$ cat config.mk
export PLATFORM = sky130hd
export DESIGN_NAME = forwarding_hazard_unit
export DESIGN_NICKNAME = d
export VERILOG_FILES = /design/src/rtl/forwarding_hazard_unit.sv
export SDC_FILE = /design/constraint.sdc
export NUM_CORES = 1
export LEC_CHECK = 0
export CAP_MARGIN = 30
export CORE_UTILIZATION = 55
export DETAILED_ROUTE_END_ITERATION = 7
export PLACE_DENSITY = 0.95
export RECOVER_POWER = 100
export SLEW_MARGIN = 10
export SYNTH_ARGS = -nofsm -noshare
export SYNTH_HDL_FRONTEND = slang
export SYNTH_SLANG_ARGS = --single-unit
$ cat constraint.sdc
create_clock -name clk -period 3.5 [get_ports clk]
set_clock_uncertainty 0.05 [all_clocks]
set_input_delay 0.7 -clock clk [delete_from_list [all_inputs] [get_ports clk]]
set_output_delay 0.7 -clock clk [all_outputs]
set_load 0.01 [all_outputs]
$ cat src/rtl/forwarding_hazard_unit.sv
// Operand-forwarding and load-use hazard unit for a 5-stage pipeline.
// Shadows the EX/MEM/WB slots and derives forwarding selects, stall and bubble.
module forwarding_hazard_unit #(
    parameter int CNT_W = 16
) (
    input  logic             clk,
    input  logic             reset,
    input  logic             id_valid,
    input  logic [4:0]       id_rs,
    input  logic [4:0]       id_rt,
    input  logic [4:0]       id_dst,
    input  logic             id_regwrite,
    input  logic             id_memread,
    input  logic             flush,
    output logic             memAdelant_rs,
    output logic             memAdelant_rt,
    output logic             wbAdelant_rs,
    output logic             wbAdelant_rt,
    output logic             stall,
    output logic             bubble,
    output logic [CNT_W-1:0] stall_count
);

    logic             r_ex_valid;
    logic [4:0]       r_ex_rs;
    logic [4:0]       r_ex_rt;
    logic [4:0]       r_ex_dst;
    logic             r_ex_regwrite;
    logic             r_ex_memread;
    logic             r_mem_valid;
    logic [4:0]       r_mem_dst;
    logic             r_mem_regwrite;
    logic             r_wb_valid;
    logic [4:0]       r_wb_dst;
    logic             r_wb_regwrite;
    logic [CNT_W-1:0] r_stall_count;

    logic       w_load_use;
    logic       w_stall;
    logic       w_ex_load;
    logic [4:0] w_ex_src [2];
    logic [1:0] w_mem_fwd;
    logic [1:0] w_wb_fwd;

    // Load in EX whose result is consumed by the instruction now in ID.
    assign w_load_use = r_ex_valid && r_ex_memread && r_ex_regwrite
                        && (r_ex_dst != 5'd0) && id_valid
                        && ((r_ex_dst == id_rs) || (r_ex_dst == id_rt));

    assign w_stall   = w_load_use && !flush && !reset;
    assign w_ex_load = id_valid && !w_stall && !flush;

    assign stall  = w_stall;
    assign bubble = (w_load_use || flush) && !reset;

    assign w_ex_src[0] = r_ex_rs;
    assign w_ex_src[1] = r_ex_rt;

    // Index 0 is the rs operand, index 1 the rt operand; MEM wins over WB.
    generate
        for (genvar gi = 0; gi < 2; gi++) begin : g_fwd
            logic w_mem_writes;
            logic w_wb_writes;
            assign w_mem_writes = r_mem_valid && r_mem_regwrite
                                  && (r_mem_dst == w_ex_src[gi]) && (w_ex_src[gi] != 5'd0);
            assign w_wb_writes  = r_wb_valid && r_wb_regwrite
                                  && (r_wb_dst == w_ex_src[gi]) && (w_ex_src[gi] != 5'd0);
            assign w_mem_fwd[gi] = r_ex_valid && w_mem_writes;
            assign w_wb_fwd[gi]  = r_ex_valid && w_wb_writes && !w_mem_fwd[gi];
        end
    endgenerate

    assign memAdelant_rs = w_mem_fwd[0];
    assign memAdelant_rt = w_mem_fwd[1];
    assign wbAdelant_rs  = w_wb_fwd[0];
    assign wbAdelant_rt  = w_wb_fwd[1];
    assign stall_count   = r_stall_count;

    always_ff @(posedge clk or posedge reset) begin
        if (reset) begin
            r_ex_valid     <= 1'b0;
            r_ex_rs        <= 5'd0;
            r_ex_rt        <= 5'd0;
            r_ex_dst       <= 5'd0;
            r_ex_regwrite  <= 1'b0;
            r_ex_memread   <= 1'b0;
            r_mem_valid    <= 1'b0;
            r_mem_dst      <= 5'd0;
            r_mem_regwrite <= 1'b0;
            r_wb_valid     <= 1'b0;
            r_wb_dst       <= 5'd0;
            r_wb_regwrite  <= 1'b0;
            r_stall_count  <= '0;
        end else begin
            r_wb_valid     <= r_mem_valid;
            r_wb_dst       <= r_mem_dst;
            r_wb_regwrite  <= r_mem_regwrite;
            r_mem_valid    <= r_ex_valid;
            r_mem_dst      <= r_ex_dst;
            r_mem_regwrite <= r_ex_regwrite;
            // Bubbles carry zeroed fields so a dead slot never matches anything.
            if (w_ex_load) begin
                r_ex_valid    <= 1'b1;
                r_ex_rs       <= id_rs;
                r_ex_rt       <= id_rt;
                r_ex_dst      <= id_dst;
                r_ex_regwrite <= id_regwrite;
                r_ex_memread  <= id_memread;
            end else begin
                r_ex_valid    <= 1'b0;
                r_ex_rs       <= 5'd0;
                r_ex_rt       <= 5'd0;
                r_ex_dst      <= 5'd0;
                r_ex_regwrite <= 1'b0;
                r_ex_memread  <= 1'b0;
            end
            if (w_stall && (r_stall_count != {CNT_W{1'b1}})) begin
                r_stall_count <= r_stall_count + CNT_W'(1);
            end
        end
    end

endmodule

==> summary.txt <==
Outcome
  – Status: finished, final reports clean

Timing
  – Hold Vio Cnt, Final: 0
  – Pins over their slew limit: 0
  – Endpoints failing setup: 0
  – Final min period: 3.301 ns
  – Slew margin rel.: between 20% and 30%
  – Worst Tran Pin Value: 1.123 ns
  – RSZ-0062 raised after global routing: false
  – FMAX: roughly 300 MHz
  – Sum Neg Setup Slack: 0 ns
  – Post-route clock period utilization: 94.31%

Clock network
  – CTS HTree Levels: 2
  – CTS sink count: 48
  – Clock tree from TritonCTS: yes
  – Setup Fix Bufs, Post-CTS: 0
  – Post-CTS Hold Buffers: 0
  – CTS max path bufs: 2
  – CTS Buf Count: 5
  – Worst-Skew Late Latency: around 0.3 ns
  – Post-CTS Resized: 0
  – Root Buffer: clkbuf_8
  – Clock-pin slew on the worst setup and hold paths: ~0.090 ns

Setup path
  – Worst Reg-to-Reg Cells: 6
  – Crit-path max FO: 6
  – Required @ worst endpoint: between 2 and 3 ns
  – WP depth: 7
  – CP top delay family: buffers and inverters
  – CP cell instances: clkdlybuf4s50_1, xor2_1, nor3_2, a22oi_4, o21ai_0, and2_0, clkdlybuf4s50_1
  – Startpoint types: primary input
  – Critical Path Most Common Cell: clkdlybuf4s50_1
  – Worst Path Buf+Inv: 2
  – Critical path's slowest cell: clkdlybuf4s50_1
  – Max stage delay on crit path: ~0.53 ns
  – Setup CP Type: primary input to primary output
  – Worst Path Arrival: between 2 and 3 ns
  – Critical Path End Type: primary output

Placed design
  – Final HPWL DP: between 3000 and 4000 microns
  – Port buffer count: 42
  – Post-DP Area: around 2700 sq um
  – RePlAce Congestion: 0.8623

Synth
  – Yosys warns: 0
  – Largest cells by area after synthesis: dfrtp_1 53%, xor2_1 11%, xnor2_1 6.2%, and2_1 5.2%, nor4_2 3.3%
  – Post-synth design cell area: approximately 2300 sq um
  – Post-synth top area cell: dfrtp_1
  – Post-synth top cells: 48 x dfrtp_1, 28 x xor2_1, 19 x and2_1, 16 x xnor2_1, 10 x nand4_1
  – Net Count, Synth: about 210
  – Post-Synthesis Cells: roughly 190
  – Asr flop ratio synth: 100.0%
  – Unique masters post-synth: 34
  – Main flop type after synthesis: dfrtp_1
  – Avg Inst Size Synth: between 10 and 15 sq um
  – Synth top area share: 52.83%
  – Register bit total from synthesis: 48
  – Post-synth EDFFs: 0
  – Most frequent cell after synthesis: dfrtp_1
  – Register area share after synthesis: between 50 and 60%

Floorplan
  – # IOs: 43
  – Starting Density: around 57%
  – Core ar.: approximately 4000 sq um
  – Die Footprint: between 4000 and 5000 sq um
  – DIE HEIGHT: roughly 66 microns
  – Std cell rows: 23
  – Die span in x: ~66 microns

Global route
  – Vias in the first global route: between 1,000 and 1,500
  – Grt ovf: 0
  – First-pass GRT wire length: 7038 microns
  – M2 GR Usage: a little over a third
  – Met1 usage: between 20 and 30%
  – Initial antenna violation count: 0
  – Total track usage: between 20% and 30%
  – Largest net degree at the start of global routing: 49
  – M3 GR Usage: under 10%
  – GR peak layer: met2

Drt
  – Final ANT Viol Nets: 0
  – DRT iter0 DRCs: 60
  – Number of remaining DRC errors: 0
  – Final WL: between 4000 and 5000 microns
  – Drt wl/cell: 14.70 microns
  – Vias per cell: around 5.4
  – First-pass detailed-route iteration total: 4
  – Via count: between 1,500 and 2,000

Hold path
  – Hold Path Class: flip-flop to flip-flop
  – Hold depth: 0

Power
  – Leakage: ~0.0014 uW
  – Final Power: just over 1000 uW
  – Peak VDD IR: roughly 340 uV
  – Cell Pwr Density: approximately 360 nW/um^2

Cells and area
  – Share of cells above drive strength 1: under 10%
  – Area Overhead vs Synth: 22.73%
  – N_diodes: 0
  – Util after Layout: between 70 and 80%
  – Nets: 258
  – Non-Filler Cell Area, Final: about 2800 sq um

Flow run
  – Max Cap Violations: 0
[placed cells by master (no fill, tap or decap), drive strengths merged, types with 7 or more instances in the layout]
cell type | netlist | layout
and2 | 20 | 20
clkbuf | 0 | 9
clkdlybuf4s50 | 0 | 20
dfrtp | 48 | 48
dlygate4sd3 | 0 | 22
nand2 | 7 | 7
nand4 | 10 | 10
nor2 | 9 | 9
nor4 | 13 | 13
xnor2 | 16 | 16
xor2 | 28 | 28
[area by class of cell]
cell class	count	area, sq um
clock buffers	6	82.58
clock inverters	2	15.01
fillers	280	1181
inverters	2	7.507
multi-input cells	134	988.4
flip-flops and latches	48	1201
well taps	50	62.56
repair buffers	45	432.9
[routing by layer]
metal | vias up | share of wire, %
met1 | 768 | 43
met2 | 32 | 52
met5 | - | 0
met3 | 7 | 3.1
met4 | 0 | 1.7
li1 | 757 | -
[power by group]
part	leakage, uW	internal (uW)	switching (uW)
sequential	0.000652	569	15.3
clock	0.0000434	160	184
combinational	0.000663	45.4	41.2
total	0.00136	774	241
[cell families (layout without fill, tap and decap cells)]
kind of cell	Yosys count	count (layout)	synth area share, %
XOR/XNOR	44	44	16.95
flip-flops	48	48	52.83
AND/OR/NAND/NOR	80	80	23.45
adder cells (fa/ha/maj)	1	1	0.5503
multiplexers	2	2	1.156
buffers and inverters	5	55	1.816
AO/OA/AOI/OAI	7	7	3.247
[flip-flops by register name, indices dropped and copies added (netlist names)]
name            cells
r_wb_regwrite       1
r_ex_rt             5
r_ex_valid          1
r_ex_rs             5
r_wb_valid          1
r_mem_regwrite      1
r_ex_memread        1
r_ex_dst            5
r_mem_valid         1
r_ex_regwrite       1
r_wb_dst            5
stall_count        16
r_mem_dst           5
[worst reg2reg max path, cell delays in order, from the launching register on]
cell      delay [ns]
dfrtp_1         0.44
xor2_1          0.23
nor3_2          0.09
a22oi_4         0.25
clkbuf_1        0.46
o211a_1         0.50
and2_0          0.22
[stage by stage]
step	std cells	hold slack (ns)	setup slack, ns
final	287	0.3303	0.1993
after global routing	287	0.3517	0.06736
after CTS	287	0.3328	0.1874
after detailed placement	279	0.3107	0.2252
after global placement	279	0.3032	0.2534
after floorplan	187	0.2966	0.7334
[worst paths after layout]
path	start	endpoint	slack (ns)
max in group asynchronous	reset	r_ex_rt[2]$_DFF_PP0_	1.54
min	r_mem_valid$_DFF_PP0_	r_wb_valid$_DFF_PP0_	0.33
max reg2reg	r_ex_dst[2]$_DFF_PP0_	r_ex_rt[3]$_DFF_PP0_	1.19
max	id_rt[2]	bubble	0.20
min reg2reg	r_mem_valid$_DFF_PP0_	r_wb_valid$_DFF_PP0_	0.33
min in group asynchronous	reset	r_mem_valid$_DFF_PP0_	1.18
No activity file was read; power rests on OpenSTA's default activity.
